===== src/rtl/spi_master_gen_if.sv =====
// Command and serial-bus signal bundle for spi_master_gen.
// The master modport is the SPI engine's view; slave is the controller/bench view.
interface spi_master_gen_if #(
    parameter int ADDR_W = 7,
    parameter int DATA_W = 8,
    parameter int NUM_CS = 4,
    parameter int CSW    = (NUM_CS > 1) ? $clog2(NUM_CS) : 1
);
    logic              start;
    logic              rd_wr;
    logic [CSW-1:0]    cs_sel;
    logic              cpol;
    logic              cpha;
    logic [ADDR_W-1:0] address;
    logic [DATA_W-1:0] wr_data;
    logic [DATA_W-1:0] rd_data;
    logic              busy;
    logic              done;
    logic              err;
    logic              miso;
    logic              mosi;
    logic              sclk;
    logic [NUM_CS-1:0] cs_n;

    modport master (
        input  start, rd_wr, cs_sel, cpol, cpha, address, wr_data, miso,
        output rd_data, busy, done, err, mosi, sclk, cs_n
    );

    modport slave (
        output start, rd_wr, cs_sel, cpol, cpha, address, wr_data, miso,
        input  rd_data, busy, done, err, mosi, sclk, cs_n
    );
endinterface


===== src/rtl/spi_master_gen.sv =====
// SPI master: {rd_wr, address} header then a data word, MSB first, all CPOL/CPHA modes.
// Every output is registered so sclk, mosi and cs_n change only on half-period boundaries.
module spi_master_gen #(
    parameter int ADDR_W  = 7,
    parameter int DATA_W  = 8,
    parameter int NUM_CS  = 4,
    parameter int CLK_DIV = 2,
    parameter int CSW     = (NUM_CS > 1) ? $clog2(NUM_CS) : 1
) (
    input logic              mclk,
    input logic              reset,
    spi_master_gen_if.master bus
);
    localparam int N      = ADDR_W + 1 + DATA_W;
    localparam int DIV_W  = (CLK_DIV > 1) ? $clog2(CLK_DIV) : 1;
    localparam int HALF_W = $clog2(2 * N + 1);

    localparam logic [DIV_W-1:0]  DIV_LAST  = DIV_W'(CLK_DIV - 1);
    localparam logic [HALF_W-1:0] HALF_LAST = HALF_W'(2 * N);
    localparam logic [HALF_W-1:0] HALF_PEN  = HALF_W'(2 * N - 1);
    localparam logic [CSW:0]      CS_LIMIT  = (CSW + 1)'(NUM_CS);

    typedef enum logic [1:0] {IDLE, SETUP, XFER, HOLD} state_t;

    state_t              state_q, state_d;
    logic [DIV_W-1:0]    div_q, div_d;
    logic [HALF_W-1:0]   half_q, half_d;
    logic [N-1:0]        sh_q, sh_d;
    logic [DATA_W-1:0]   shadow_q, shadow_d;
    logic [DATA_W-1:0]   rd_data_q, rd_data_d;
    logic [NUM_CS-1:0]   cs_n_q, cs_n_d;
    logic                rd_q, rd_d;
    logic                cpha_q, cpha_d;
    logic                cpol_q, cpol_d;
    logic                sclk_q, sclk_d;
    logic                mosi_q, mosi_d;
    logic                busy_q, busy_d;
    logic                done_q, done_d;
    logic                err_q, err_d;
    logic [N-1:0]        frame;
    logic                div_end;

    assign div_end = (div_q == DIV_LAST);

    always_comb begin
        state_d   = state_q;
        div_d     = div_q;
        half_d    = half_q;
        sh_d      = sh_q;
        shadow_d  = shadow_q;
        rd_data_d = rd_data_q;
        cs_n_d    = cs_n_q;
        rd_d      = rd_q;
        cpha_d    = cpha_q;
        cpol_d    = cpol_q;
        sclk_d    = sclk_q;
        mosi_d    = mosi_q;
        busy_d    = busy_q;
        done_d    = 1'b0;
        err_d     = 1'b0;
        frame     = '0;

        case (state_q)
            IDLE: begin
                cpol_d = bus.cpol;
                sclk_d = bus.cpol;
                cs_n_d = '1;
                mosi_d = 1'b0;
                busy_d = 1'b0;
                if (bus.start) begin
                    if ({1'b0, bus.cs_sel} < CS_LIMIT) begin
                        state_d = SETUP;
                        div_d   = '0;
                        rd_d    = bus.rd_wr;
                        cpha_d  = bus.cpha;
                        busy_d  = 1'b1;
                        cs_n_d  = ~(NUM_CS'(1) << bus.cs_sel);
                        frame   = {bus.rd_wr, bus.address,
                                   bus.rd_wr ? {DATA_W{1'b0}} : bus.wr_data};
                        // cpha=0 presents the first bit before the first edge
                        if (bus.cpha) begin
                            sh_d = frame;
                        end else begin
                            mosi_d = frame[N-1];
                            sh_d   = frame << 1;
                        end
                    end else begin
                        err_d = 1'b1;
                    end
                end
            end

            SETUP: begin
                if (div_end) begin
                    state_d = XFER;
                    half_d  = HALF_W'(1);
                    div_d   = '0;
                    sclk_d  = ~sclk_q;
                    if (cpha_q) begin
                        mosi_d = sh_q[N-1];
                        sh_d   = sh_q << 1;
                    end
                end else begin
                    div_d = div_q + DIV_W'(1);
                end
            end

            XFER: begin
                // odd half-periods are leading edges; cpha picks which edge samples
                if (div_q == '0 && (half_q[0] != cpha_q))
                    shadow_d = (shadow_q << 1) | DATA_W'(bus.miso);
                if (div_end) begin
                    div_d = '0;
                    if (half_q == HALF_LAST) begin
                        state_d = HOLD;
                        sclk_d  = cpol_q;
                        mosi_d  = 1'b0;
                    end else begin
                        half_d = half_q + HALF_W'(1);
                        sclk_d = ~sclk_q;
                        if (half_q[0] == 1'b0) begin
                            if (cpha_q) begin
                                mosi_d = sh_q[N-1];
                                sh_d   = sh_q << 1;
                            end
                        end else if (!cpha_q && half_q != HALF_PEN) begin
                            mosi_d = sh_q[N-1];
                            sh_d   = sh_q << 1;
                        end
                    end
                end else begin
                    div_d = div_q + DIV_W'(1);
                end
            end

            HOLD: begin
                mosi_d = 1'b0;
                if (div_end) begin
                    state_d = IDLE;
                    cs_n_d  = '1;
                    busy_d  = 1'b0;
                    done_d  = 1'b1;
                    if (rd_q)
                        rd_data_d = shadow_q;
                end else begin
                    div_d = div_q + DIV_W'(1);
                end
            end

            default: state_d = IDLE;
        endcase
    end

    always_ff @(posedge mclk) begin
        if (!reset) begin
            state_q   <= IDLE;
            div_q     <= '0;
            half_q    <= '0;
            sh_q      <= '0;
            shadow_q  <= '0;
            rd_data_q <= '0;
            cs_n_q    <= '1;
            rd_q      <= 1'b0;
            cpha_q    <= 1'b0;
            cpol_q    <= 1'b0;
            sclk_q    <= 1'b0;
            mosi_q    <= 1'b0;
            busy_q    <= 1'b0;
            done_q    <= 1'b0;
            err_q     <= 1'b0;
        end else begin
            state_q   <= state_d;
            div_q     <= div_d;
            half_q    <= half_d;
            sh_q      <= sh_d;
            shadow_q  <= shadow_d;
            rd_data_q <= rd_data_d;
            cs_n_q    <= cs_n_d;
            rd_q      <= rd_d;
            cpha_q    <= cpha_d;
            cpol_q    <= cpol_d;
            sclk_q    <= sclk_d;
            mosi_q    <= mosi_d;
            busy_q    <= busy_d;
            done_q    <= done_d;
            err_q     <= err_d;
        end
    end

    assign bus.rd_data = rd_data_q;
    assign bus.busy    = busy_q;
    assign bus.done    = done_q;
    assign bus.err     = err_q;
    assign bus.mosi    = mosi_q;
    assign bus.sclk    = sclk_q;
    assign bus.cs_n    = cs_n_q;
endmodule


===== src/flat_wrapper.sv =====
// flat-port wrapper written by rule: the top's interface ports become plain ports
module spi_master_gen_flat 
#(
    parameter int ADDR_W  = 7,
    parameter int DATA_W  = 8,
    parameter int NUM_CS  = 4,
    parameter int CLK_DIV = 2,
    parameter int CSW     = (NUM_CS > 1) ? $clog2(NUM_CS) : 1
)
  (mclk, reset, bus_start, bus_rd_wr, bus_cs_sel, bus_cpol, bus_cpha, bus_address, bus_wr_data, bus_miso, bus_rd_data, bus_busy, bus_done, bus_err, bus_mosi, bus_sclk, bus_cs_n);
  spi_master_gen_if #(.ADDR_W(ADDR_W), .DATA_W(DATA_W), .NUM_CS(NUM_CS), .CSW(CSW)) bus_i ();
  input logic mclk;
  input logic reset;
  input wire logic [$bits(bus_i.start)-1:0] bus_start;
  input wire logic [$bits(bus_i.rd_wr)-1:0] bus_rd_wr;
  input wire logic [$bits(bus_i.cs_sel)-1:0] bus_cs_sel;
  input wire logic [$bits(bus_i.cpol)-1:0] bus_cpol;
  input wire logic [$bits(bus_i.cpha)-1:0] bus_cpha;
  input wire logic [$bits(bus_i.address)-1:0] bus_address;
  input wire logic [$bits(bus_i.wr_data)-1:0] bus_wr_data;
  input wire logic [$bits(bus_i.miso)-1:0] bus_miso;
  output wire logic [$bits(bus_i.rd_data)-1:0] bus_rd_data;
  output wire logic [$bits(bus_i.busy)-1:0] bus_busy;
  output wire logic [$bits(bus_i.done)-1:0] bus_done;
  output wire logic [$bits(bus_i.err)-1:0] bus_err;
  output wire logic [$bits(bus_i.mosi)-1:0] bus_mosi;
  output wire logic [$bits(bus_i.sclk)-1:0] bus_sclk;
  output wire logic [$bits(bus_i.cs_n)-1:0] bus_cs_n;
  assign bus_i.start = bus_start;
  assign bus_i.rd_wr = bus_rd_wr;
  assign bus_i.cs_sel = bus_cs_sel;
  assign bus_i.cpol = bus_cpol;
  assign bus_i.cpha = bus_cpha;
  assign bus_i.address = bus_address;
  assign bus_i.wr_data = bus_wr_data;
  assign bus_i.miso = bus_miso;
  assign bus_rd_data = bus_i.rd_data;
  assign bus_busy = bus_i.busy;
  assign bus_done = bus_i.done;
  assign bus_err = bus_i.err;
  assign bus_mosi = bus_i.mosi;
  assign bus_sclk = bus_i.sclk;
  assign bus_cs_n = bus_i.cs_n;
  spi_master_gen #(.ADDR_W(ADDR_W), .DATA_W(DATA_W), .NUM_CS(NUM_CS), .CLK_DIV(CLK_DIV), .CSW(CSW)) u_core (.mclk(mclk), .reset(reset), .bus(bus_i));
endmodule

===== config.mk =====
export PLATFORM = sky130hd
export DESIGN_NAME = spi_master_gen_flat
export DESIGN_NICKNAME = d
export VERILOG_FILES = /design/src/rtl/spi_master_gen_if.sv /design/src/rtl/spi_master_gen.sv /design/src/flat_wrapper.sv
export SDC_FILE = /design/constraint.sdc
export NUM_CORES = 1
export LEC_CHECK = 0
export ABC_AREA = 1
export BUFFER_PORTS_ARGS = -buffer_cell sky130_fd_sc_hd__clkbuf_2
export CAP_MARGIN = 10
export CELL_PAD_IN_SITES_DETAIL_PLACEMENT = 0
export CELL_PAD_IN_SITES_GLOBAL_PLACEMENT = 1
export CORE_MARGIN = 1
export CORE_UTILIZATION = 37
export DETAILED_ROUTE_END_ITERATION = 10
export GPL_TIMING_DRIVEN = 1
export PLACE_DENSITY_LB_ADDON = 0.1
export SYNTH_ARGS = -nofsm -noshare
export SYNTH_HDL_FRONTEND = slang
export SYNTH_SLANG_ARGS = --single-unit

===== constraint.sdc =====
create_clock -name mclk -period 1.85 [get_ports mclk]
set_clock_uncertainty 0.2 [all_clocks]
set_input_delay 0.4625 -clock mclk [delete_from_list [all_inputs] [get_ports mclk]]
set_output_delay 0.4625 -clock mclk [all_outputs]
set_load 0.02 [all_outputs]

**After elaboration in Yosys (flattened, before gate mapping)**

Cells that the tools add are included.
Widths: inputs -> output; s select.

- Latch bits: 0
- Logic and storage cells: 97
- Memories kept: 0
- Input port bits: 24
- Output and inout port bits: 17
- Bits in writable memories: 0
- ROM bits: 0
- Register bits after elaboration: 52

- Equality and inequality tests: 14
- Muxes and demuxes: 44
- Div/mod/pow operators: 0
- Multiply operators: 0
- Reductions and logical operators: 18
- Bitwise operators: 4
- Shifts and indexed selects: 1
- $lt $le $gt $ge: 0
- $add $sub $neg: 2

Operators with widths:

| cell | number |
|---|---|
| $mux 16 | 8 |
| $pmux 16 s3 | 1 |
| $mux 6 | 3 |
| $mux 1 | 17 |
| $pmux 6 s2 | 1 |
| $mux 2 | 5 |
| $reduce_and 3->1 | 3 |
| $mux 4 | 2 |
| $mux 8 | 1 |
| $ne 2x1->1 const B | 4 |
| $or 8x1->8 | 1 |
| $pmux 2 s4 | 1 |
| $pmux 4 s2 | 1 |
| $reduce_and 2->1 | 4 |
| $add 6x1->6 const B | 1 |
| $eq 6x6->1 const B | 1 |
| $ne 6x5->1 const B | 1 |
| $pmux 1 s3 | 2 |
| $reduce_and 6->1 | 1 |
| $reduce_and 5->1 | 1 |
| $eq 2x2->1 const B | 2 |
| $ne 2x2->1 const B | 2 |
| $ne 4x4->1 const B | 1 |
| $not 4->4 | 1 |
| other kinds (15) | 18 |

**Depth between registers and ports, before layout**

Gate-level depths: netlist (run 1).

- Depth after elaboration: 7
- Depth in mapped cells: 12
- Depth with buffers taken out: 10

**Least setup slack after synthesis (run 1)**

No wires, ideal clock.

- Kind: register to register
- From: register u_core.state_q[0]
- To: register u_core.sh_q[14]
- Clock period less this slack: 1939 ps
- Arrival: 1607 ps
- Setup slack: -89 ps
- Path buffers: 2
- Required time: 1518 ps
- Cell stages (with the launch flop): 13
- Path through: dfxtp_1 > inv_1 > ha_1 > buf_6 > inv_8 > nand2_4 > nand2_4 > nand3_4 > nor2_8 > nand3_4 > buf_12 > nand2_2 > a21oi_2

- Longest elaborated chain between the ends: 3
- Elaborated cells between the ends (all ways): 11
- Those cells by class: eq/ne: 7; mux: 1; reduce/logical: 3

RTL lines:

| item | RTL line | RTL |
|---|---|---|
| start, declared | spi_master_gen.sv:25 | `state_t state_q, state_d;` |
| start signal, assigned | spi_master_gen.sv:172 | `state_q <= state_d;` |
| $eq 2x2->1 (tied with other cells) | spi_master_gen.sv:63 | `case (state_q)` |
| $ne 3x3->1 (no line) (tied with other cells) | - |  |
| $reduce_and 6->1 (no line) | - |  |
| end signal, assigned | spi_master_gen.sv:159 | `sh_q <= '0;` |
| end signal, assigned | spi_master_gen.sv:175 | `sh_q <= sh_d;` |
| end, declared | spi_master_gen.sv:28 | `logic [N-1:0] sh_q, sh_d;` |

Parallel ways exist; a longest one is shown, timed or not.
A chain may end at the register's enable or synchronous reset.

**Final worst setup path (run 1)**

- From: register u_core.state_q[0]
- To: register u_core.sh_q[5]

Same word-level chain as after synthesis.

==> reports/qor.yml, run 1 <==
global_routing:
  grt_first_pass_wirelength_um: 12800
  first_global_vias: 2678
  gr-usage-all-layers: 0.189
  gr-total-overflow: 0
  grt_antenna_before_repair: 0
  grt_max_degree: 21
power_and_ir_drop:
  clock_group_share_of_total_power: 0.160
  worst_ir_drop_vdd_uv: 666
  cell_internal_pwr_mw: 3.28
  power.share.switching: 0.426
  pwr-share-comb: 0.580
  power.switching_mw: 2.44
  power_density_cells_nw_per_um2: 1550
  seq_power_share: 0.260
  power_leakage_nw: 1.57
logic_synthesis:
  synth_area_leader_cell: "dfxtp_1"
  postSynth.topFlopCell: "dfxtp_1"
  synth_most_common_cell: "nand2_1"
  synthCells: 400
  synth_seq_area_share: 0.359
  ys_warn_count: 0
  postSynthAreaPerCell_um2: 7.25
  netlist-cell-type-count: 38
  synth_seq_cells: 52
  syn_area_um2: 2900
  async_reset_ff_frac: 0
  postSynthNetCount: 432
  number_of_synthesized_flops_with_an_enable_pin: 0
  post-synth-top-area-fraction: 0.359
  ys_top_cells_by_count: "78 x nand2_1, 54 x nand3_1, 52 x dfxtp_1, 40 x a21oi_1, 40 x inv_1"
  synth.top_cells.by_area: "dfxtp_1 36%, nand2_1 10%, nand3_1 9.3%"
place:
  post_detail_place_hpwl_um: 5330
  dp_slack_ps: -40.8
  place.gp.congestion: 0.814
  port_buffers: 39
  dpl_cell_area_um2: 3390
setup_path:
  path_buf_inv: 3
  critical-path-top-delay-family: "flip-flops"
  arrival_time_reported_for_the_critical_path_endpoint_ps: 1780
  crit_required_ps: 1850
  timing.critical_path.to_type: "flop"
  crit_slowest_cell: "dfxtp_2"
  timing.setup.critical_path_class: "flop to flop"
  critical-path-top-cell-by-count: "buf_4"
  worst_setup_start_kind: "flop"
  crit_path_max_fanout: 8
  timing.critical_path.cells: "inv_2 -> buf_4 -> ha_4 -> nor2_4 -> buf_4 -> a22oi_1 -> nand2_1 -> nand3_1 -> a21oi_2"
  max_stage_delay_ps: 360
timing:
  fin_ws_ps: 73.9
  final.setup.tns_ps: 0
  worst_slew_margin_relative_to_its_limit: 0.638
  final_period_minus_worst_setup_slack_ps: 1780
  max_clock_freq_ghz: 0.563
  worst_slew_pin_slew_ps: 542
  finalSetupViolCount: 0
  slew_violations: 0
  timing.final.hold_violations: 0
  grt_setup_unrepaired: "true"
  hold_slack_ps: 189
  timing.final.crit_share: 0.960
clock_tree:
  cts-root-to-sink-buffers: 2
  cts_tree: "done"
  tritoncts.num_buffers: 5
  clock_sink_count: 52
  clk_root_buffer_cell: "clkbuf_8"
  clk_pin_slew_ps: 100
  clock_tree.htree_level_count: 2
  clock_latency_ps: 300
drt:
  route.detailed.vias_per_inst: 4.94
  drc: 0
  firstDrtPassIters: 4
  wl_per_cell_um: 13.2
  postRouteWirelength_um: 7490
  wl_met3_um: 177
  met2_wirelength_um: 3320
  vias: 2807
  met1_length_um: 3950
  drtIter0Drc: 88
  antenna_left: 0
  topRoutingLayerUsed: "met4"
floorplanning:
  num_io_pins: 41
  placementRows: 31
  die_w_um: 90.5
  core_area_um2: 7410
  floorplan.initialDensity: 0.391
  dieHeight_um: 90.5
  die_area_um2: 8190
finish:
  final_layout_size_suffix_gt1_frac: 0.322
  finalNetCount: 501
  area_growth_syn_to_fin_pct: 27.4
  filler_cell_count: 772
  antenna-diode-count: 0
  layout.cell_area.non_filler_um2: 3690
run_status:
  status: "complete, no violations"
min_path:
  holdCritPathClass: "input pin to flop"
job:
  cap_violations: 0
## worst reg2reg max path: cells and delay by family, from the launching register on
| kind | cells | cell delay, ps |
|---|---|---|
| flops | 1 | 360 |
| buf+inv | 3 | 360 |
| fa+ha+maj | 1 | 310 |
| compound gates | 2 | 220 |
| simple gates | 3 | 210 |
## repair_timing
action / in CTS / in global routing
setup buffers: 0 / 2
cloned: 2 / 2
hold buffers: 0 / 0
resized for setup: 10 / 30
pin swaps: 1 / 4
setup endpoints to repair: 18 / 36
## cells by family after synthesis
| family | share of synthesized area |
|---|---|
| AOI/OAI and AO/OA | 0.187 |
| xor gates and xnor gates | 0.00907 |
| adders and majority gates | 0.0345 |
| buffers and inverters | 0.103 |
| DFF | 0.359 |
| other | 0.00129 |
| and+or+nand+nor | 0.306 |
## area by class of cell
type | instances | area (µm²) | area share
repair buffers | 79 | 539 | 0.146
clock buffers | 5 | 68.8 | 0.0186
inverters | 46 | 180 | 0.0488
clock inverters | 2 | 60.1 | 0.0163
flip-flops and latches | 52 | 1050 | 0.284
multi-input cells | 285 | 1670 | 0.453
well taps | 99 | 124 | 0.0335
## path summary, 6_finish.rpt
path | startpoint | slack (ps) | to | cells past startpoint
hold / removal | bus_cpol | 190 | u_core.cpol_q | 3
setup reg to reg | u_core.state_q[0] | 70 | u_core.sh_q[5] | 9
hold reg to reg | u_core.shadow_q[7] | 260 | u_core.shadow_q[7] | 2
setup / recovery | u_core.state_q[0] | 70 | u_core.sh_q[5] | 9
## power groups by stage
stage | Sequential (mW) | Clock [mW] | Combinational (mW)
3_3_place_gp | 1.50 | 0 | 2.76
2_1_floorplan | 1.52 | 0 | 1.93
6_report | 1.49 | 0.912 | 3.31
4_1_cts | 1.48 | 0.934 | 2.93
5_1_grt | 1.51 | 0.975 | 3.63
3_5_place_dp | 1.50 | 0 | 2.76
## sequential cells by signal, indices dropped and copies added (netlist names)
register	flops
u_core.bus.done	1
u_core.div_end	1
u_core.bus.mosi	1
u_core.shadow_q	8
u_core.bus.busy	1
u_core.bus.sclk	1
u_core.half_q	6
u_core.bus.cs_n	4
u_core.cpha_q	1
u_core.sh_q	16
u_core.bus.rd_data	8
u_core.rd_q	1
u_core.cpol_q	1
u_core.state_q	2
## layer usage
metal,GRT usage,vias to the layer above
li1,-,1464
met1,0.273,1300
met2,0.299,38
met3,0.0278,5
met4,0.0363,0
met5,0,-
## through the flow
step	power, mW	cells	utilization
floorplan	3.45	400	-
global placement	4.25	555	0.457
detailed placement	4.26	555	0.457
CTS	5.34	564	0.482
global route	6.11	568	0.499
finish	5.71	568	0.499
## layout by cell type, fill, tap and decap left out, drive strengths merged, types with 2 or more instances in the layout
master and count:
a22oi 13, o21ai 19, nor3 3, a21oi 51, nor2 30, dfxtp 52, nand3 59, nand2 92
bufinv 2, clkbuf 44, xor2 2, buf 40, inv 45, ha 8, o22ai 2, nand4 2
Note: power is estimated with default switching activity, not from simulation.
==> inputs of run 2 (changes only) <==
Settings changed: CORE_UTILIZATION 37 to 39, CTS_BUF_LIST set to sky130_fd_sc_hd__clkbuf_2 sky130_fd_sc_hd__clkbuf_4 sky130_fd_sc_hd__clkbuf_8.
==> run 2 against run 1 <==
  * Setup slack gained 7.8 ps
  * Combinational power shrank 5%
  * Sequential share of layout area grew 0.58 points
  * Via count shrank 2.0%
  * Non-clock buffer count shrank 8
  * Global-route usage grew 1.0 points
  * Power shrank 4.2%
  * First-iteration DRC count grew 1.1%
  * Cell count shrank 1.2%
  * Largest cell class unchanged
  * Highest routed layer unchanged
==> reports/qor.yml, run 2 (synthesis gave the netlist of run 1 again) <==
clock_tree:
  clock_tree.htree_level_count: 2
  clock_sink_count: 52
  clk_pin_slew_ps: 100
  cts-root-to-sink-buffers: 2
  cts_tree: "done"
  clk_root_buffer_cell: "clkbuf_8"
  tritoncts.num_buffers: 5
  clock_latency_ps: 310
  cts.hold.buffers_added: 0
power_and_ir_drop:
  worst_ir_drop_vdd_uv: 725
  power_density_cells_nw_per_um2: 1510
  power_leakage_nw: 1.52
global_routing:
  first_global_vias: 2526
  grt_max_degree: 36
  grt_first_pass_wirelength_um: 12100
  grt_antenna_before_repair: 0
  gr-total-overflow: 0
  gr-usage-all-layers: 0.199
setup_path:
  crit_path_max_fanout: 8
  timing.critical_path.cells: "buf_4 -> ha_4 -> inv_4 -> nand2_4 -> nand2_4 -> nand3_4 -> nor2_8 -> buf_6 -> nand3_1 -> a21oi_2"
  max_stage_delay_ps: 330
  critical-path-top-cell-by-count: "nand2_4"
  timing.critical_path.to_type: "flop"
  crit-reg2reg-launch: "u_core.state_q[0]"
  crit_required_ps: 1900
  arrival_time_reported_for_the_critical_path_endpoint_ps: 1820
  critPathLaunch: "u_core.state_q[0]"
  worst_setup_start_kind: "flop"
  crit_slowest_cell: "dfxtp_2"
  timing.setup.critical_path_class: "flop to flop"
finish:
  fin_util: 0.501
  finalNetCount: 493
  antenna-diode-count: 0
  max_flop_register: "u_core.sh_q"
  number_of_flip_flops_under_the_largest_register_name: 16
  most_common_cell_after_layout_fill_and_taps_aside: "nand2_1"
  final_layout_size_suffix_gt1_frac: 0.299
  filler_cell_count: 746
  area_of_combinational_cells_with_multiple_inputs_um2: 1660
  most-common-layout-cells: "77 x nand2_1, 52 x nand3_1, 49 x dfxtp_1"
  area_growth_syn_to_fin_pct: 24.7
  seq_area_um2: 1050
job:
  cap_violations: 0
drt:
  vias: 2750
  postRouteWirelength_um: 7320
  firstDrtPassIters: 5
  drtIter0Drc: 89
  route.detailed.vias_per_inst: 4.90
  antenna_left: 0
  wl_per_cell_um: 13.1
  drc: 0
floorplanning:
  floorplan.initialDensity: 0.402
  die_area_um2: 7780
  num_io_pins: 41
  core_area_um2: 7210
  dieHeight_um: 88.2
  die_w_um: 88.2
  placementRows: 31
timing:
  timing.final.hold_violations: 0
  fin_ws_ps: 81.7
  slew_violations: 0
  final_period_minus_worst_setup_slack_ps: 1770
  max_clock_freq_ghz: 0.566
  finalSetupViolCount: 0
  grt_setup_unrepaired: "true"
  timing.final.crit_share: 0.956
run_status:
  status: "complete, no violations"
min_path:
  hp-start: "bus_cpol"
  holdCritPathClass: "input pin to flop"
place:
  dp_slack_ps: -76.7
  port_buffers: 39
  post_detail_place_hpwl_um: 5080
  place.gp.congestion: 0.765
==> run 2: layout make-up <==
cell class | count | share of cell area
clock buffer | 6 | 0.0211
multi-input combinational | 285 | 0.459
timing repair buffer | 71 | 0.134
tap | 99 | 0.0343
clock inverter | 2 | 0.0107
inverter | 46 | 0.0512
sequential | 52 | 0.290
==> run 2: routing by layer <==
metal  vias up  GRT usage  share of wire
li1       1448          -              -
met1      1250      0.286           0.52
met2        44      0.306           0.43
met3         8     0.0373          0.030
met4         0     0.0557          0.013
met5         -          0              0
==> run 2: repair_timing <==
action	in CTS	in global routing
cloned	1	2
endpoints found under the setup margin	23	33
setup buffers	0	1
gates resized for setup	7	29
endpoints found under the hold margin	0	0
pin swaps	1	1
==> run 2: critical path: cells and delay by family (launching register included) <==
kind | cells | cell delay [ps]
adder cells (fa/ha/maj) | 1 | 170
buffers and inverters | 3 | 370
AND/OR/NAND/NOR | 5 | 490
AO/OA/AOI/OAI | 1 | 140
flip-flops | 1 | 330
==> run 2: power by group <==
group / switching [mW] / leakage (nW) / internal, mW / total, mW
combinational: 1.84 / 1.04 / 1.32 / 3.16
clock: 0.397 / 0.0592 / 0.424 / 0.821
sequential: 0.160 / 0.424 / 1.34 / 1.50
total: 2.40 / 1.52 / 3.08 / 5.48
==> run 2: final timing paths <==
path	slack [ps]	to	depth (start not counted)
min reg2reg	250	u_core.shadow_q[7]	2
max	80	u_core.sh_q[15]	10
min	170	u_core.cpol_q	3
max reg2reg	80	u_core.sh_q[15]	10
==> run 2: metrics by stage <==
stage | setup TNS [ps] | total power, mW | area [µm²] | hold slack [ps] | cells
final | 0 | 5.48 | 3610 | 168 | 561
after global routing | -12.1 | 5.88 | 3610 | 163 | 561
after CTS | 0 | 5.16 | 3490 | 157 | 558
after detailed placement | -1070 | 4.21 | 3340 | 236 | 549
after global placement | -955 | 4.21 | 3340 | 235 | 549
after floorplan | 0 | 3.45 | 2900 | 224 | 400
==> inputs of run 3 (changes only) <==
Settings changed: CORE_UTILIZATION 39 to 40.
Clock period 1.85 ns to 2 ns, I/O delays scaled along.
==> run 3 against run 2 <==
  * Global-route usage down 0.53 points
  * Routed wire length down 4.8%
  * Largest power group unchanged
  * Maximum frequency down 5.4%
  * Combinational power down 21%
  * Cell area down 5.4%
  * Core utilization down 0.58 points
  * Via count down 3.1%
  * Sequential share of layout area up 1.5 points
  * Count of clock-buffer cells in the layout down 1
==> reports/qor.yml, run 3 (synthesis gave the netlist of run 1 again) <==
global_routing:
  grt_util_met1: 0.285
  grt_use_met3: 0.0303
  first_global_vias: 2450
  grt_max_degree: 20
  grt_antenna_before_repair: 0
  gr-usage-all-layers: 0.194
  busiest_layer: "met2"
  gr-total-overflow: 0
  use_met2: 0.301
  grt_first_pass_wirelength_um: 11700
power_and_ir_drop:
  worst_ir_drop_vdd_uv: 553
  power.share.switching: 0.450
  power_density_cells_nw_per_um2: 1340
  clock_group_share_of_total_power: 0.160
  power_leakage_nw: 1.44
  cell_internal_pwr_mw: 2.52
  power.switching_mw: 2.06
  seq_power_share: 0.296
  pwr-share-comb: 0.545
setup_path:
  crit_path_max_fanout: 8
  r2r_slack_ps: 130
  crit_required_ps: 2040
  timing.setup.critical_path_class: "flop to flop"
  timing.critical_path.to_type: "flop"
  reg2regPathDepth: 8
  arrival_time_reported_for_the_critical_path_endpoint_ps: 1910
  worst_setup_start_kind: "flop"
place:
  port_buffers: 39
  dp_cells: 537
  post_detail_place_hpwl_um: 4990
  dpl_cell_area_um2: 3260
  place.gp.congestion: 0.834
drt:
  postRouteWirelength_um: 6970
  vias: 2666
  drc: 0
  drtIter0Drc: 112
  firstDrtPassIters: 4
  antenna_left: 0
  wl_per_cell_um: 12.8
  route.detailed.vias_per_inst: 4.88
finish:
  filler_cell_count: 744
  most_common_cell_after_layout_fill_and_taps_aside: "nand2_1"
  most-common-layout-cells: "78 x nand2_1, 54 x nand3_1, 51 x dfxtp_1"
  max_flop_register: "u_core.sh_q"
  finalNetCount: 481
  antenna-diode-count: 0
  final_layout_size_suffix_gt1_frac: 0.249
  number_of_flip_flops_under_the_largest_register_name: 16
  layout.cell_area.non_filler_um2: 3420
  layout.cells.non_filler: 546
  area_growth_syn_to_fin_pct: 18.0
timing:
  hold_slack_ps: 203
  max_clock_freq_ghz: 0.535
  grt_setup_unrepaired: "false"
  timing.final.crit_share: 0.935
  finalSetupViolCount: 0
  final_period_minus_worst_setup_slack_ps: 1870
  final.setup.tns_ps: 0
  slew_violations: 0
  timing.final.hold_violations: 0
floorplanning:
  die_area_um2: 7590
  core_area_um2: 6910
  num_io_pins: 41
  floorplan.initialDensity: 0.420
  placementRows: 30
  dieHeight_um: 87.1
  die_w_um: 87.1
clock_tree:
  clock_latency_ps: 310
  cts_tree: "done"
  tritoncts.num_buffers: 5
  post-cts-setup-buffer-count: 0
  clock_sink_count: 52
  cts.hold.buffers_added: 0
  clock_tree.htree_level_count: 2
  cts-root-to-sink-buffers: 2
  clk_pin_slew_ps: 100
  clk_root_buffer_cell: "clkbuf_8"
run_status:
  status: "complete, no violations"
min_path:
  hold_path_depth: 3
  holdCritPathClass: "input pin to flop"
job:
  cap_violations: 0
run 3: metal layers:
metal / part of all wire / up-vias / wire length [µm]
met3: 0.033 / 6 / 228
met1: 0.53 / 1199 / 3720
met5: 0 / - / 0
met4: 0.0086 / 0 / 60
met2: 0.42 / 37 / 2960
li1: - / 1424 / -
run 3: cell type report:
class | instances | area (µm²) | area share
clock buffers | 5 | 68.8 | 0.0201
clock inverters | 3 | 42.5 | 0.0124
inverters | 46 | 180 | 0.0527
multi-input cells | 285 | 1600 | 0.467
flip-flops and latches | 52 | 1040 | 0.305
well taps | 96 | 120 | 0.0351
repair buffers | 59 | 370 | 0.108
run 3: critical path, stage by stage (launching register included):
cell and delay [ps]:
dfxtp_1 320, inv_1 100, ha_2 310, inv_8 70, o21ai_0 160, nand3_1 210, nand3_4 230, nand2_1 70
a21oi_1 130
run 3: path summary, 6_finish.rpt:
check                     start                 end
max reg2reg   u_core.state_q[0]     u_core.sh_q[10]
max           u_core.state_q[0]     u_core.sh_q[10]
min reg2reg  u_core.shadow_q[7]  u_core.shadow_q[7]
min                    bus_cpol       u_core.cpol_q
run 3: timing repair:
item                       4_1_cts  5_1_grt
setup endpoints to repair        3       24
gates cloned                     0        1
hold endpoints to repair         0        0
resized for setup                1       10
run 3: per-stage QoR:
step / utilization / total power, mW / setup slack [ps]
finish: 0.495 / 4.58 / 130
detailed placement: 0.472 / 3.71 / 32.2
CTS: 0.488 / 4.47 / 8.74
global placement: 0.472 / 3.72 / 72.5
floorplan: - / 3.20 / 60.6
global route: 0.495 / 4.94 / 1.46
run 3: power groups by stage:
stage / Sequential, mW / Combinational (mW) / Clock (mW)
2_1_floorplan: 1.40 / 1.80 / 0
3_3_place_gp: 1.37 / 2.35 / 0
3_5_place_dp: 1.37 / 2.34 / 0
4_1_cts: 1.35 / 2.37 / 0.754
5_1_grt: 1.38 / 2.77 / 0.792
6_report: 1.35 / 2.49 / 0.732
